$ cat config.mk
export PLATFORM = sky130hd
export DESIGN_NAME = ctrbus_ahb3lite_bridge
export DESIGN_NICKNAME = d
export VERILOG_FILES = /design/src/rtl/ahb3lite_pkg.sv /design/src/rtl/ctrbus_ahb3lite_bridge.sv
export SDC_FILE = /design/constraint.sdc
export NUM_CORES = 1
export LEC_CHECK = 0
export ABC_CLOCK_PERIOD_IN_PS = 2300
export BUFFER_PORTS_ARGS = -buffer_cell sky130_fd_sc_hd__buf_4
export CORE_ASPECT_RATIO = 1.1
export CORE_MARGIN = 4
export CORE_UTILIZATION = 30
export DETAILED_ROUTE_END_ITERATION = 6
export PLACE_DENSITY_LB_ADDON = 0.08
export SKIP_CTS_REPAIR_TIMING = 1
export SLEW_MARGIN = 20
export SYNTH_ARGS = -nofsm -noshare
export SYNTH_HDL_FRONTEND = slang
export SYNTH_SLANG_ARGS = --single-unit
$ cat constraint.sdc
create_clock -name Clk -period 2.3 [get_ports Clk]
set_input_delay 0.345 -clock Clk [delete_from_list [all_inputs] [get_ports Clk]]
set_output_delay 0.345 -clock Clk [all_outputs]
set_load 0.05 [all_outputs]
$ cat src/rtl/ahb3lite_pkg.sv
// rtl/ahb3lite_pkg.sv - shared AHB3-Lite encodings, bridge state type and byte-enable decode
package ahb3lite_pkg;

    localparam logic [1:0] HTRANS_IDLE   = 2'b00;
    localparam logic [1:0] HTRANS_NONSEQ = 2'b10;

    localparam logic [2:0] HSIZE_BYTE = 3'b000;
    localparam logic [2:0] HSIZE_HALF = 3'b001;
    localparam logic [2:0] HSIZE_WORD = 3'b010;

    localparam logic [2:0] HBURST_SINGLE   = 3'b000;
    localparam logic [3:0] HPROT_DATA_PRIV = 4'b0011;

    typedef enum logic [1:0] {
        ST_IDLE = 2'd0,
        ST_ADDR = 2'd1,
        ST_DATA = 2'd2
    } bridge_state_t;

    typedef struct packed {
        logic       legal;
        logic [2:0] hsize;
        logic [1:0] offset;
    } be_dec_t;

    // Only naturally aligned byte, halfword and word lane patterns map onto one AHB transfer.
    function automatic be_dec_t be_decode(input logic [3:0] be);
        be_dec_t d;
        d.legal  = 1'b1;
        d.hsize  = HSIZE_BYTE;
        d.offset = 2'd0;
        case (be)
            4'b1111: d.hsize = HSIZE_WORD;
            4'b0011: d.hsize = HSIZE_HALF;
            4'b1100: begin
                d.hsize  = HSIZE_HALF;
                d.offset = 2'd2;
            end
            4'b0001: d.offset = 2'd0;
            4'b0010: d.offset = 2'd1;
            4'b0100: d.offset = 2'd2;
            4'b1000: d.offset = 2'd3;
            default: d.legal = 1'b0;
        endcase
        return d;
    endfunction

endpackage

$ cat src/rtl/ctrbus_ahb3lite_bridge.sv
// rtl/ctrbus_ahb3lite_bridge.sv - CtrBus request channel to single-slave AHB3-Lite SINGLE transfer bridge
module ctrbus_ahb3lite_bridge
    import ahb3lite_pkg::*;
#(
    parameter int ADDR_W = 32,
    parameter int DATA_W = 32
) (
    input  logic              Clk,
    input  logic              Rst_n,
    input  logic              req,
    output logic              gnt,
    input  logic              we,
    input  logic [3:0]        be,
    input  logic [ADDR_W-1:0] addr,
    input  logic [DATA_W-1:0] wdata,
    output logic              rvalid,
    output logic [DATA_W-1:0] rdata,
    output logic              err,
    output logic              HSEL,
    output logic [ADDR_W-1:0] HADDR,
    output logic [1:0]        HTRANS,
    output logic              HWRITE,
    output logic [2:0]        HSIZE,
    output logic [2:0]        HBURST,
    output logic [3:0]        HPROT,
    output logic              HMASTLOCK,
    output logic [DATA_W-1:0] HWDATA,
    input  logic [DATA_W-1:0] HRDATA,
    input  logic              HREADY,
    input  logic              HRESP
);

    generate
        if (DATA_W != 32) begin : g_bad_data_w
            $error("ctrbus_ahb3lite_bridge supports DATA_W = 32 only");
        end
    endgenerate

    bridge_state_t     state;
    logic [ADDR_W-1:0] haddr_q;
    logic              hwrite_q;
    logic [2:0]        hsize_q;
    logic [DATA_W-1:0] wdata_q;
    logic              rvalid_q;
    logic              err_q;
    logic [DATA_W-1:0] rdata_q;
    be_dec_t           dec;

    // The sub-word position comes from the byte enables, not from the low address bits.
    logic unused_addr_lsb;
    assign unused_addr_lsb = ^addr[1:0];

    assign dec = be_decode(be);

    // Gated by reset so a pending request is never granted while the bridge is held in reset.
    assign gnt = req && (state == ST_IDLE) && Rst_n;

    always_ff @(posedge Clk or negedge Rst_n) begin
        if (!Rst_n) begin
            state    <= ST_IDLE;
            haddr_q  <= '0;
            hwrite_q <= 1'b0;
            hsize_q  <= HSIZE_BYTE;
            wdata_q  <= '0;
            rvalid_q <= 1'b0;
            err_q    <= 1'b0;
            rdata_q  <= '0;
        end else begin
            rvalid_q <= 1'b0;
            err_q    <= 1'b0;
            rdata_q  <= '0;
            case (state)
                ST_IDLE: begin
                    if (req) begin
                        haddr_q  <= {addr[ADDR_W-1:2], dec.offset};
                        hwrite_q <= we;
                        hsize_q  <= dec.hsize;
                        wdata_q  <= wdata;
                        if (dec.legal) begin
                            state <= ST_ADDR;
                        end else begin
                            rvalid_q <= 1'b1;
                            err_q    <= 1'b1;
                        end
                    end
                end
                ST_ADDR: begin
                    if (HREADY) begin
                        state <= ST_DATA;
                    end
                end
                ST_DATA: begin
                    // HRESP with HREADY low is only the first half of an error response.
                    if (HREADY) begin
                        state    <= ST_IDLE;
                        rvalid_q <= 1'b1;
                        err_q    <= HRESP;
                        if (!hwrite_q && !HRESP) begin
                            rdata_q <= HRDATA;
                        end
                    end
                end
                default: state <= ST_IDLE;
            endcase
        end
    end

    assign HSEL      = (state == ST_ADDR);
    assign HTRANS    = (state == ST_ADDR) ? HTRANS_NONSEQ : HTRANS_IDLE;
    assign HADDR     = haddr_q;
    assign HWRITE    = hwrite_q;
    assign HSIZE     = hsize_q;
    assign HWDATA    = wdata_q;
    assign HBURST    = HBURST_SINGLE;
    assign HPROT     = HPROT_DATA_PRIV;
    assign HMASTLOCK = 1'b0;

    assign rvalid = rvalid_q;
    assign err    = err_q;
    assign rdata  = rdata_q;

endmodule

==> results of run 1 <==
==> metrics by stage <==
step	setup slack [ns]	hold slack (ns)
final	0.631	0.0688
after global placement	0.825	0.459
after CTS	0.588	0.125
after global routing	0.546	0.146
after detailed placement	0.808	0.463
after floorplan	0.878	0.0494
==> logic make-up (layout without fill, tap and decap cells) <==
kind of cell / count (synthesis) / count (layout) / share of synthesized area, %
buffers and inverters: 30 / 229 / 6.59
AND/OR/NAND/NOR: 239 / 239 / 26.1
AO/OA/AOI/OAI: 10 / 10 / 1.62
XOR/XNOR: 1 / 1 / 0.222
flip-flops: 103 / 103 / 65.3
other: 2 / 10 / 0.190
==> layout by cell type, fill, tap and decap left out, drive strengths merged, types with 2 or more instances in the layout <==
master / n
o21ai: 5
inv: 2
nor3: 2
and2: 33
a22o: 2
clkbuf: 13
nand2: 195
nor2: 3
buf: 213
dfrtp: 103
conb: 10
==> power by group through the flow <==
stage / sequential, mW / combinational, mW / clock [mW]
final: 2.39 / 2.81 / 1.40
after floorplan: 3.74 / 0.609 / 0
after CTS: 2.39 / 2.85 / 1.47
after global placement: 2.41 / 2.83 / 0
after global routing: 2.44 / 2.97 / 1.55
after detailed placement: 2.43 / 2.84 / 0
==> worst max-delay path, cell delays in order (launching register included) <==
cell and delay (ns):
dfrtp_1 0.44, nor2_2 0.17, and3_2 0.19, buf_4 0.19
==> sequential cells by signal (all words and copies together), names as in the netlist <==
signal / flops
HADDR: 32
HWDATA: 32
rdata: 32
HSIZE: 2
state: 2
HWRITE: 1
err: 1
rvalid: 1
==> routing by layer <==
layer	GRT usage (%)	part of all wire (%)	vias up	wire (um)
li1	-	-	1554	-
met1	17.0	41	1464	4220
met2	21.5	48	130	4880
met3	5.52	9.5	12	979
met4	6.21	1.7	0	178
met5	0	0	-	0
==> final timing paths <==
kind / endpoint / cells after the start
max in group asynchronous: rdata[16] / 2
setup / recovery: gnt / 3
hold / removal: HWDATA[1] / 2
min in group Clk: HADDR[19] / 3
hold reg to reg: HWDATA[18] / 2
setup reg to reg: HSIZE[0] / 5
==> cell type report <==
cell class,count,area share (%)
sequential,103,44.4
timing repair buffer,213,27.8
tap,157,3.39
multi-input combinational,260,19.7
clock buffer,13,4.49
inverter,2,0.129
clock inverter,1,0.0863
==> metrics, run 1 <==
Slew Limit Fails 0; Critical Path Start Type flip-flop; GRT Overall Usage 13.8%; outcome completed; Post-DP HPWL 7.49 mm; area of the multi-input gates 1140 um^2; initial antenna violation count 0; Hold Fails Final Rpt 0; Hold Path Class in2async; Pwr Density around 1100 nW/um^2; final setup violation count 0; # IOs 220; Clk pwr share 21.2%; flops & latches, synth 103; Ys Warns 0; ys async rst share between 90% and 100%; switching power 2.83 mW; routed length per instance 13.7 um; max_slew headroom 60.9%; DRC violations left 0; Die W 117 um; crit path from state[1]; total CTS buffers 9; Fin Setup TNS 0 ns; cell taking the most area after synthesis dfrtp_1; Gate Count Post-Synth 385; top-count cell post-synth nand2_1; Cells after DPL around 740; Routability Congestion 0.692; achievable frequency around 600 MHz; DP Area approximately 5500 um^2; mean post-synth cell area 10.3 um^2; clk buf depth 2; count of distinct cell types in the synthesized netlist 26; Final period util between 70% and 80%; DRT antenna net count 0; Clock transition at path regs 0.06 ns; clk_lat worst skew approximately 0.34 ns; maximum VDD drop 432 uV; htree depth 3; # diodes 0; post-synthesis sequential area ratio 65.3%; largest net degree at the start of global routing between 100 and 150; grt ovf 0; initial core utilization a little over 30%; register area 2580 um^2; Root Buffer Master clkbuf_16; Die H around 130 um; register share of total power 36.2%; vias post-DR 3160; RSZ-0062 raised after global routing no; final design utilization 45.5%; switching portion of total power 42.9%; Post-synth EDFFs 0; crit path DAT 1.32 ns; Pint 3.77 mW; Finished Cell Area roughly 5800 um^2; drt total wl 10.3 mm; Layout fillers 1211; Buffers on Ports 207; Worst Skew 0.00408 ns; P&R area growth vs syn 46.9%; Starting DRT DRC Count 168; worst r2r src state[1]; vias per cell 4.22; First-pass DRT Iterations 4; crit-path max FO 4; Synth top area share 65.3%; Tot Pwr 6.60 mW; Comb pwr share 42.6%; CTS tree yes; DIE AREA 15100 um^2; leakage power approximately 3.3 nW; Layout Nets 695; Mapped Area 3950 um^2; layout cell share with drive strength beyond 1 39.2%; worst endpoint required time 1.96 ns; worst-margin pin slew 0.587 ns; core footprint 12800 um^2; number of global-route vias before repair 3199; post-layout min period roughly 1.7 ns; first-pass GRT wire length 16.4 mm; top cells by area, synth dfrtp_1, nand2_1, and2_1; clock sinks 103; R2R setup slack 0.84 ns; top post-synthesis cells by count nand2_1, dfrtp_1, and2_1; crit end category output port; CP Class reg2out; FP Rows 43; ys flop type dfrtp_1; max-cap violations 0; fin cells 749
Power figures use the tool's default switching activity.
==> inputs of run 2 (changes only) <==
--- a/config.mk
+++ b/config.mk
@@ -5,7 +5,7 @@
 export SDC_FILE = /design/constraint.sdc
 export NUM_CORES = 1
 export LEC_CHECK = 0
-export ABC_CLOCK_PERIOD_IN_PS = 2300
+export ABC_CLOCK_PERIOD_IN_PS = 1670
 export BUFFER_PORTS_ARGS = -buffer_cell sky130_fd_sc_hd__buf_4
 export CORE_ASPECT_RATIO = 1.1
 export CORE_MARGIN = 4
==> constraint.sdc (replaced) <==
create_clock -name Clk -period 1.67 [get_ports Clk]
set_input_delay 0.2505 -clock Clk [delete_from_list [all_inputs] [get_ports Clk]]
set_output_delay 0.2505 -clock Clk [all_outputs]
set_load 0.05 [all_outputs]
==> run 2 against run 1 <==
Compared with the run above: the flow now finishes with violations (hold timing); total power is 41% higher; hold slack worse by 0.071 ns; clock power is 49% higher; worst setup slack worse by 0.54 ns; utilization is 0.49 points higher; global-route usage is 0.093 points lower; die area stayed put; first-iteration DRC count is 34% lower; non-clock buffer count is 2 higher.
==> metrics, run 2 (synthesis gave the netlist of run 1 again) <==
outcome complete, but fails checks; failing checks hold timing; Final period util between 90 and 100%; FP Rows 43; Tot Pwr 9.28 mW; area of the multi-input gates between 1000 and 1500 um^2; clk buf depth 2; register area 2580 um^2; First-pass DRT Iterations 4; # IOs between 200 and 250; RSZ-0062 raised after global routing no; Root Buffer Master clkbuf_16; clk_lat worst skew 0.34 ns; crit path DAT 1.33 ns; Worst Skew slightly below 0.005 ns; Slew Limit Fails 0; # diodes 0; maximum VDD drop between 500 and 600 uV; Post-DP HPWL about 7.6 mm; htree depth 3; P&R area growth vs syn 48.5%; R2R setup slack 0.34 ns; Clock transition at path regs around 0.07 ns; RR Endpoint state[0]; vias post-DR 3134; final setup violation count 0; routed length per instance 13.6 um; crit end category output port; max_slew headroom a little under two thirds; DRC violations left 0; Buffers on Ports 207; core footprint 12800 um^2; initial core utilization 31.0%; achievable frequency 632 MHz; Worst Reg-to-Reg Cells 4; DP Area 5560 um^2; drt total wl 10.3 mm; Die W 117 um; Die H 128 um; CTS tree yes; DIE AREA 15100 um^2; fin cells 753; Cells after DPL 737; DRT antenna net count 0; number of global-route vias before repair 3209; post-layout min period 1.58 ns; worst endpoint required time approximately 1.4 ns; first-pass GRT wire length 16.5 mm; initial antenna violation count 0; Layout fillers 1267; vias per cell 4.16; Pwr Density 1580 nW/um^2; Critical Path Start Type flip-flop; Hold Path Class in2async; total CTS buffers 9; GRT Overall Usage approximately 14%; leakage power 3.30 nW; final design utilization 46.0%; worst-margin pin slew approximately 0.55 ns; commonest non-fill, non-tap cell in the layout buf_4; WHS -0.00207 ns; worst r2r src state[1]; Layout Nets 697; largest net degree at the start of global routing 104; Final WS setup 0.0868 ns; clock sinks 103; Fin Setup TNS 0 ns; most frequent cells in the layout buf_4, nand2_1, dfrtp_1; pre-CTS WS 0.334 ns; grt ovf 0; Finished Cell Area 5860 um^2; layout cell share with drive strength beyond 1 39.8%; Routability Congestion ~0.71; Starting DRT DRC Count between 100 and 150; CP Class reg2out; max-cap violations 0; crit-path max FO 4; Hold Fails Final Rpt 1
==> run 2: changes by cell type in the layout (fill, tap and decap cells not counted), sizes merged <==
cell,previous run,this run
buf,213,215
bufinv,0,1
clkbuf,13,11
clkinvlp,0,3
==> run 2: worst max-delay path, cell delays in order (launching register included) <==
cell,delay (ns)
dfrtp_1,0.44
nor2_2,0.17
and3_2,0.18
buf_4,0.19
==> run 2: worst max-delay path by stage <==
stage / slack (ns) / end / startpoint / cells past startpoint
final: 0.09 / gnt / state[1] / 3
after global routing: 0.01 / gnt / state[1] / 3
after CTS: 0.05 / gnt / state[1] / 3
after detailed placement: 0.33 / state[0] / state[1] / 4
after global placement: 0.36 / state[0] / state[1] / 4
after floorplan: 0.34 / HTRANS[1] / state[1] / 2
==> run 2: final cells by class <==
cell class	count	area share, %
Clock buffer	11	4.14
Clock inverter	5	0.982
Inverter	2	0.128
Multi-Input combinational cell	260	19.5
Sequential cell	103	44.0
Tap cell	157	3.35
Timing Repair Buffer	215	28.0
==> run 2: layer usage <==
layer | track usage [%] | part of all wire, % | vias to the layer above
li1 | - | - | 1562
met4 | 5.87 | 1.7 | 0
met2 | 21.3 | 46 | 131
met5 | 0 | 0 | -
met3 | 5.56 | 9.4 | 12
met1 | 17.0 | 43 | 1429
==> run 2: where the power goes <==
group | internal [mW] | switching (mW)
logic | 1.12 | 2.77
registers | 3.02 | 0.284
clock network | 1.20 | 0.888
total | 5.34 | 3.94
==> inputs of run 3 (changes only) <==
--- a/config.mk
+++ b/config.mk
@@ -10,6 +10,7 @@
 export CORE_ASPECT_RATIO = 1.1
 export CORE_MARGIN = 4
 export CORE_UTILIZATION = 30
+export CTS_BUF_LIST = sky130_fd_sc_hd__clkbuf_4
 export DETAILED_ROUTE_END_ITERATION = 6
 export PLACE_DENSITY_LB_ADDON = 0.08
 export SKIP_CTS_REPAIR_TIMING = 1
==> run 3 against run 2 <==
Compared with the run above: the flow now finishes without violations; cell area rose by 15%; flip-flop and latch count did not move; largest power group unchanged; die area did not move; clock skew rose by 0.0021 ns.
==> metrics, run 3 (synthesis gave the netlist of run 1 again) <==
leakage power 3.67 nW; WHS 0.0548 ns; Die H 128 um; Layout fillers ~1200; core footprint 12800 um^2; maximum VDD drop 639 uV; crit end category output port; # diodes 0; Post-DP HPWL 7.64 mm; area of the multi-input gates 1150 um^2; CP Class reg2out; Critical Path Start Type flip-flop; largest net degree at the start of global routing 104; final setup violation count 0; drt total wl 11.3 mm; htree depth 3; Hold Fails Final Rpt 0; total CTS buffers 9; First-pass DRT Iterations 4; register area 2580 um^2; Clock transition at path regs 0.15 ns; clk buf depth 2; DP Area roughly 5600 um^2; Buffers on Ports 207; DIE AREA roughly 15000 um^2; P&R area growth vs syn 70.8%; Cells after DPL 737; number of global-route vias before repair 3208; Starting DRT DRC Count 150; DRC violations left 0; Root Buffer Master clkbuf_4; layout cell share with drive strength beyond 1 34.8%; RSZ-0062 raised after global routing yes; WL met3 889 um; Layout Nets 799; # IOs 220; GRT Overall Usage between 10% and 20%; most frequent cells in the layout buf_4, nand2_1, dfrtp_1; clk_lat worst skew 0.44 ns; clock sinks 103; grt ovf 0; Fin Setup TNS 0 ns; DRT antenna net count 0; commonest non-fill, non-tap cell in the layout buf_4; fin cells around 860; Slew Limit Fails 0; Tot Pwr approximately 8.7 mW; Finished Cell Area 6740 um^2; Final period util 96.4%; worst endpoint required time 1.42 ns; initial antenna violation count 0; Die W 117 um; crit-path max FO 3; DR WL met2 5.53 mm; worst-margin pin slew 0.551 ns; top sig layer met4; crit path DAT 1.36 ns; routed length per instance 13.3 um; CTS tree yes; first-pass GRT wire length roughly 17 mm; outcome completed; max_slew headroom 63.2%; max-cap violations 0; vias per cell 4.18; FP Rows 43; DRT met1 WL 4.76 mm; Pwr Density 1290 nW/um^2; vias post-DR 3573; post-layout min period 1.61 ns; achievable frequency 621 MHz; R2R setup slack slightly below 0.3 ns; initial core utilization 31.0%; Worst Skew 0.00690 ns; Routability Congestion 0.714; Hold Path Class in2reg
## run 3: cell count changes in the layout (fill, tap and decap cells not counted), moves of 2 or more
| cell | previous run | this run |
|---|---|---|
| dfrtp_1 | 103 | 101 |
| dfrtp_2 | 0 | 2 |
| dlygate4sd3_1 | 0 | 98 |
| buf_8 | 0 | 3 |
| clkbuf_4 | 0 | 10 |
| clkbuf_16 | 9 | 0 |
## run 3: per-layer routing
metal  up-vias  GRT usage (%)
li1       1764              -
met1      1660           17.1
met2       137           21.2
met3        12           5.38
met4         0           6.07
met5         -              0
## run 3: final timing paths
check,start,to,cells after the start
worst min register to register,HWDATA[10],HWDATA[10],2
max in group asynchronous,Rst_n,state[1],3
worst min-delay path,HRESP,err,3
min in group asynchronous,Rst_n,HWDATA[4],3
worst max register to register,state[0],rdata[27],5
worst max-delay path,state[0],gnt,3
## run 3: final cells by class
class | instances | area share [%]
timing repair buffer | 317 | 39.6
sequential | 103 | 38.3
multi-input combinational | 260 | 17.1
tap | 157 | 2.91
clock buffer | 10 | 1.11
clock inverter | 6 | 0.909
inverter | 2 | 0.111
## run 3: critical path, stage by stage, from the launching register on
cell and delay [ns]:
dfrtp_2 0.46, nor2_4 0.13, and3_4 0.19, buf_8 0.14
## run 3: per-stage QoR
stage                     utilization, %  worst slack, ns
after floorplan                        -            0.343
after global placement              43.6            0.356
after detailed placement            43.6            0.334
after CTS                           44.7           -0.114
after global routing                52.9          -0.0358
final                               52.9           0.0604
## run 3: report_power, final
group	internal, mW	leakage (nW)	switching [mW]	total (mW)
sequential	3.01	1.32	0.287	3.30
clock	0.466	0.0661	0.800	1.27
combinational	1.32	2.28	2.84	4.16
